`src/rtl/tick_gen_pkg.sv`:
```
// tick_gen_pkg: shared constants, state encoding and helpers
// for the multi-channel programmable timebase.
package tick_gen_pkg;

    localparam logic MODE_PERIODIC = 1'b0;
    localparam logic MODE_ONESHOT  = 1'b1;

    typedef enum logic [1:0] {
        ST_IDLE = 2'd0,
        ST_RUN  = 2'd1,
        ST_DONE = 2'd2
    } ch_state_t;

    function automatic int clog2(input int value);
        int r;
        r = 0;
        while ((1 << r) < value) begin
            r = r + 1;
        end
        return r;
    endfunction

endpackage

```
`src/rtl/tick_channel.sv`:
```
// tick_channel: one timebase channel with shadow/active config,
// periodic/one-shot FSM and registered tick/level/busy outputs.
module tick_channel
    import tick_gen_pkg::*;
#(
    parameter int          WIDTH      = 24,
    parameter int unsigned DEF_PERIOD = 5000000,
    parameter int unsigned DEF_HIGH   = 2500000
) (
    input  logic             clk_in,
    input  logic             reset,
    input  logic             i_we,
    input  logic [WIDTH-1:0] i_period,
    input  logic [WIDTH-1:0] i_high,
    input  logic             i_mode,
    input  logic             i_enable,
    input  logic             i_start,
    input  logic             i_sync,
    output logic             o_tick,
    output logic             o_level,
    output logic             o_busy
);

    ch_state_t        r_state;
    ch_state_t        w_state_nxt;
    logic [WIDTH-1:0] r_cnt;
    logic [WIDTH-1:0] w_cnt_nxt;
    logic [WIDTH-1:0] r_act_p;
    logic [WIDTH-1:0] r_act_h;
    logic             r_act_mode;
    logic [WIDTH-1:0] r_sh_p;
    logic [WIDTH-1:0] r_sh_h;
    logic             r_sh_mode;
    logic [WIDTH-1:0] w_p;
    logic [WIDTH-1:0] w_h;
    logic             w_mode;
    logic             w_running;
    logic             w_wrap;
    logic             w_xfer;
    logic             w_run_nxt;
    logic             w_tick_nxt;
    logic             w_level_nxt;
    logic             r_tick;
    logic             r_level;
    logic             r_busy;

    assign w_running = (r_state == ST_RUN);
    assign w_wrap    = w_running
                     && (r_cnt == r_act_p - WIDTH'(1));
    assign w_xfer    = i_sync || w_wrap || !w_running;

    // Config seen by the next cycle; an idle channel takes a
    // write straight into the active set.
    always_comb begin : next_cfg
        w_p    = r_act_p;
        w_h    = r_act_h;
        w_mode = r_act_mode;
        if (i_we && !w_running) begin
            w_p    = i_period;
            w_h    = i_high;
            w_mode = i_mode;
        end else if (w_xfer) begin
            w_p    = r_sh_p;
            w_h    = r_sh_h;
            w_mode = r_sh_mode;
        end
    end

    always_comb begin : next_state
        w_state_nxt = r_state;
        w_cnt_nxt   = r_cnt;
        unique case (r_state)
            ST_IDLE: begin
                w_cnt_nxt = '0;
                if (i_enable && (w_p != '0)
                    && ((w_mode == MODE_PERIODIC) || i_start)) begin
                    w_state_nxt = ST_RUN;
                end
            end
            ST_RUN: begin
                if (!i_enable || (w_p == '0)) begin
                    w_state_nxt = ST_IDLE;
                    w_cnt_nxt   = '0;
                end else if (i_sync) begin
                    w_cnt_nxt = '0;
                end else if (w_wrap) begin
                    w_cnt_nxt = '0;
                    if (r_act_mode == MODE_ONESHOT) begin
                        w_state_nxt = ST_DONE;
                    end
                end else begin
                    w_cnt_nxt = r_cnt + WIDTH'(1);
                end
            end
            ST_DONE: begin
                w_state_nxt = ST_IDLE;
                w_cnt_nxt   = '0;
            end
            default: begin
                w_state_nxt = ST_IDLE;
                w_cnt_nxt   = '0;
            end
        endcase
    end

    // Outputs are computed from next state so the registered
    // tick lines up with the cycle where the counter is P-1.
    always_comb begin : next_out
        w_run_nxt   = (w_state_nxt == ST_RUN);
        w_tick_nxt  = w_run_nxt
                    && (w_cnt_nxt == w_p - WIDTH'(1));
        w_level_nxt = w_run_nxt && (w_cnt_nxt < w_h);
    end

    always_ff @(posedge clk_in or posedge reset) begin
        if (reset) begin
            r_state    <= ST_IDLE;
            r_cnt      <= '0;
            r_act_p    <= WIDTH'(DEF_PERIOD);
            r_act_h    <= WIDTH'(DEF_HIGH);
            r_act_mode <= MODE_PERIODIC;
            r_sh_p     <= WIDTH'(DEF_PERIOD);
            r_sh_h     <= WIDTH'(DEF_HIGH);
            r_sh_mode  <= MODE_PERIODIC;
            r_tick     <= 1'b0;
            r_level    <= 1'b0;
            r_busy     <= 1'b0;
        end else begin
            r_state    <= w_state_nxt;
            r_cnt      <= w_cnt_nxt;
            r_act_p    <= w_p;
            r_act_h    <= w_h;
            r_act_mode <= w_mode;
            if (i_we) begin
                r_sh_p    <= i_period;
                r_sh_h    <= i_high;
                r_sh_mode <= i_mode;
            end
            r_tick     <= w_tick_nxt;
            r_level    <= w_level_nxt;
            r_busy     <= w_run_nxt;
        end
    end

    assign o_tick  = r_tick;
    assign o_level = r_level;
    assign o_busy  = r_busy;

endmodule

```
`src/rtl/tick_gen_multi.sv`:
```
// tick_gen_multi: N independent programmable tick/level channels
// sharing one config port and a global phase-align pulse.
module tick_gen_multi
    import tick_gen_pkg::*;
#(
    parameter int          CHANNELS   = 4,
    parameter int          WIDTH      = 24,
    parameter int          CH_BITS    = 2,
    parameter int unsigned DEF_PERIOD = 5000000,
    parameter int unsigned DEF_HIGH   = 2500000
) (
    input  logic                clk_in,
    input  logic                reset,
    input  logic                cfg_we,
    input  logic [CH_BITS-1:0]  cfg_ch,
    input  logic [WIDTH-1:0]    cfg_period,
    input  logic [WIDTH-1:0]    cfg_high,
    input  logic                cfg_mode,
    input  logic [CHANNELS-1:0] enable,
    input  logic [CHANNELS-1:0] start,
    input  logic                sync,
    output logic [CHANNELS-1:0] tick,
    output logic [CHANNELS-1:0] level,
    output logic [CHANNELS-1:0] busy
);

    if (CH_BITS < clog2(CHANNELS)) begin : g_bad_ch_bits
        $error("CH_BITS too narrow for CHANNELS");
    end

    logic [CHANNELS-1:0] w_we;

    for (genvar gi = 0; gi < CHANNELS; gi++) begin : g_ch
        // Indices at or above CHANNELS never match, so those
        // writes fall on the floor.
        assign w_we[gi] = cfg_we && (32'(cfg_ch) == gi);

        tick_channel #(
            .WIDTH      (WIDTH),
            .DEF_PERIOD (DEF_PERIOD),
            .DEF_HIGH   (DEF_HIGH)
        ) u_ch (
            .clk_in   (clk_in),
            .reset    (reset),
            .i_we     (w_we[gi]),
            .i_period (cfg_period),
            .i_high   (cfg_high),
            .i_mode   (cfg_mode),
            .i_enable (enable[gi]),
            .i_start  (start[gi]),
            .i_sync   (sync),
            .o_tick   (tick[gi]),
            .o_level  (level[gi]),
            .o_busy   (busy[gi])
        );
    end

endmodule

```
`config.mk`:
```
export PLATFORM = sky130hd
export DESIGN_NAME = tick_gen_multi
export DESIGN_NICKNAME = d
export VERILOG_FILES = /design/src/rtl/tick_gen_pkg.sv /design/src/rtl/tick_channel.sv /design/src/rtl/tick_gen_multi.sv
export SDC_FILE = /design/constraint.sdc
export NUM_CORES = 2
export LEC_CHECK = 0
export CAP_MARGIN = 10
export CORE_UTILIZATION = 45
export CTS_CLUSTER_DIAMETER = 50
export DETAILED_ROUTE_END_ITERATION = 8
export PLACE_DENSITY_LB_ADDON = 0.08
export SYNTH_ARGS = -nofsm -noshare
export SYNTH_HDL_FRONTEND = slang
export SYNTH_SLANG_ARGS = --single-unit
```
`constraint.sdc`:
```
create_clock -name clk_in -period 18.95 [get_ports clk_in]
set_clock_uncertainty 0.05 [all_clocks]
set_input_delay 1.895 -clock clk_in [delete_from_list [all_inputs] [get_ports clk_in]]
set_output_delay 1.895 -clock clk_in [all_outputs]
set_load 0.01 [all_outputs]
```
==> flow_metrics.tcl <==
set metrics [dict create \
    cts_buffer_depth 3 \
    cts_buffers 80 \
    path_class "reg2reg" \
    antenna_found_initial 8 \
    synth_top_area_share 0.297 \
    wl_um 106000 \
    max_freq_mhz 117 \
    pwr_density_cell_nw_per_um2 106 \
    dr.pass1.iters 7 \
    hold_viol_final 0 \
    synth_edf_count 0 \
    ys.warnings.count 0 \
    place_congestion 0.958 \
    finalSetupViolCount 0 \
    cts.clk_slew.worst_paths_ns 0.06 \
    netlist_instances 3291 \
    fin_crit_ns 8.57 \
    fin_nets 3520 \
    dpl.hpwl_um 76300 \
    grt_max_degree 108 \
    cts_resized 0 \
    yosysSeqAreaShare 0.402 \
    core-area_um2 70100 \
    yosys.cell_types.count 107 \
    cap_violations 0 \
    synthAdderAreaFrac 0.0407 \
    postCtsHoldBufs 0 \
    grt_pass1_vias 25400 \
    worst_pin_slew_ns 1.12 \
    final_core_utilization 0.523 \
    fin_crit_sh 0.452 \
    synth_top_cell_by_area "dfrtp_1" \
    synth-simple-area-share 0.190 \
    syn_avg_cell_area_um2 9.73 \
    dr.first_iter.drc_count 2059 \
    yosysMostFrequentCell "dfrtp_1" \
    antenna_left 0 \
    final_area_um2 36700 \
    max_slew_margin 0.244 \
    placed_area_um2 33800 \
    synthArstFlopShare 1.00 \
    pre_cts_slack_ns 10.14 \
    synth.area.mux_share 0.107 \
    slew_viol_final 0 \
    h-tree-depth 3 \
    worst-path-buf-inv 2 \
    grt_pass1_wl_um 161000 \
    row_count 97 \
    synthXorXnorAreaFrac 0.0950 \
    synth_compound_area_frac 0.119 \
    grt_use_total 0.298 \
    wire_per_inst_um 24.3 \
    ys_ff_latch 508 \
    cp.required_ns 19.45 \
    vias_per_cell 5.94 \
    synth_top_family_by_area "simple AND/OR/NAND/NOR gates" \
    syn-num-nets 3458 \
    die_area_um2 72200 \
    vias 25900 \
    fp.dieH_um 269 \
    syn_to_final_growth_pct 14.7 \
    endpoint_kind "flop" \
    rsz0062_at_grt "no" \
    clkLatencyLatePin_ns 0.64 \
    portBuffers 74 \
    synth_area_um2 32000 \
    ctsRootBufferMaster "clkbuf_16" \
    synth_ff_type "dfrtp_1" \
    setup_tns_ns 0 \
    initial_core_util 0.456 \
    cp-start-kind "flop" \
    grt_overflow 0 \
    clock-sinks 508 \
    drcViolationCount 0 \
    synth_area_leaders "dfrtp_1, dfstp_2, mux2_2" \
    tritoncts "built" \
    die_x_um 269 \
    crit_slowest_cell "nor4b_4" \
    ios 75 \
    crit_family "simple AND/OR/NAND/NOR gates" \
    cp_max_fo 17 \
    p_leak_nw 15.6 \
    arrival_ns 9.07 \
    drive_gt1_frac 0.181 \
    fin_ws_ns 10.38 \
    yosys-top-cells-count "dfrtp_1, nor2_1, xnor2_1" \
    postCtsSetupRepairBufs 0 \
    outcome "finished clean" \
    vdd_drop_max_mv 0.0844 \
    hold_class "reg2reg" \
    slowest_delay_ns 0.88 \
]
placed cells by master, fill, tap and decap left out, types with 114 or more instances in the layout:
master and instances:
nor2_1 312, nor3_1 124, xor2_1 119, inv_1 190, dfstp_2 128, mux2i_1 114, dfrtp_1 380, nand2_1 175
xnor2_1 210, mux2_2 200
area by class of cell:
type	count	area [µm²]
fill	6426	33400
inverter	192	728
multi-input combinational	2425	17700
tap	940	1180
timing repair buffer	146	1280
clock inverter	56	811
sequential	508	12900
clock buffer	94	2110
antenna	2	5.00
path summary, 6_finish.rpt:
path	from	endpoint	slack (ns)	depth (start not counted)
max in group asynchronous	reset	g_ch[1].u_ch.r_act_p[7]	14.81	4
worst min-delay path	g_ch[1].u_ch.r_state[1]	g_ch[1].u_ch.o_busy	0.44	1
worst max register to register	g_ch[0].u_ch.r_act_p[5]	g_ch[0].u_ch.o_level	10.38	29
min in group asynchronous	reset	g_ch[2].u_ch.r_sh_h[20]	1.74	2
worst min register to register	g_ch[1].u_ch.r_state[1]	g_ch[1].u_ch.o_busy	0.44	1
worst max-delay path	g_ch[0].u_ch.r_act_p[5]	g_ch[0].u_ch.o_level	10.38	29
cell families (layout without fill, tap and decap cells):
| logic type | count (synthesis) | in the layout |
|---|---|---|
| other | 0 | 2 |
| flip-flops | 508 | 508 |
| adder cells (fa/ha/maj) | 104 | 104 |
| AND/OR/NAND/NOR | 1149 | 1149 |
| AO/OA/AOI/OAI | 519 | 519 |
| XOR/XNOR | 336 | 336 |
| multiplexers | 317 | 317 |
| buffers and inverters | 358 | 488 |
through the flow:
step / hold WS (ns) / power, mW / instances
2_1_floorplan: 0.377 / 2.02 / 3291
3_3_place_gp: 0.423 / 2.28 / 4211
3_5_place_dp: 0.438 / 2.30 / 4211
4_1_cts: 0.433 / 3.90 / 4361
5_1_grt: 0.437 / 4.06 / 4361
6_report: 0.444 / 3.88 / 4363
registers in the layout, summed over array words and instances (netlist names):
signal,flops
g_ch.u_ch.r_sh_mode,4
g_ch.u_ch.r_sh_p,96
g_ch.u_ch.r_act_mode,4
g_ch.u_ch.o_busy,4
g_ch.u_ch.r_sh_h,96
g_ch.u_ch.r_state,8
g_ch.u_ch.o_tick,4
g_ch.u_ch.o_level,4
g_ch.u_ch.r_act_h,96
g_ch.u_ch.r_cnt,96
g_ch.u_ch.r_act_p,96
routing by layer:
layer  track usage  share of wire  wire length [µm]  up-vias
met5             0              0                 0        -
met4        0.0938          0.029              3040        0
met3        0.0475          0.059              6270      142
met1         0.423           0.46             49100    13000
met2         0.465           0.45             47700      799
li1              -              -                 -    12000
report_power, final:
| part | internal [mW] | switching [mW] |
|---|---|---|
| clock | 0.989 | 0.598 |
| combinational | 0.369 | 0.482 |
| sequential | 1.30 | 0.140 |
| total | 2.66 | 1.22 |
Note: power is estimated with default switching activity, not from simulation.
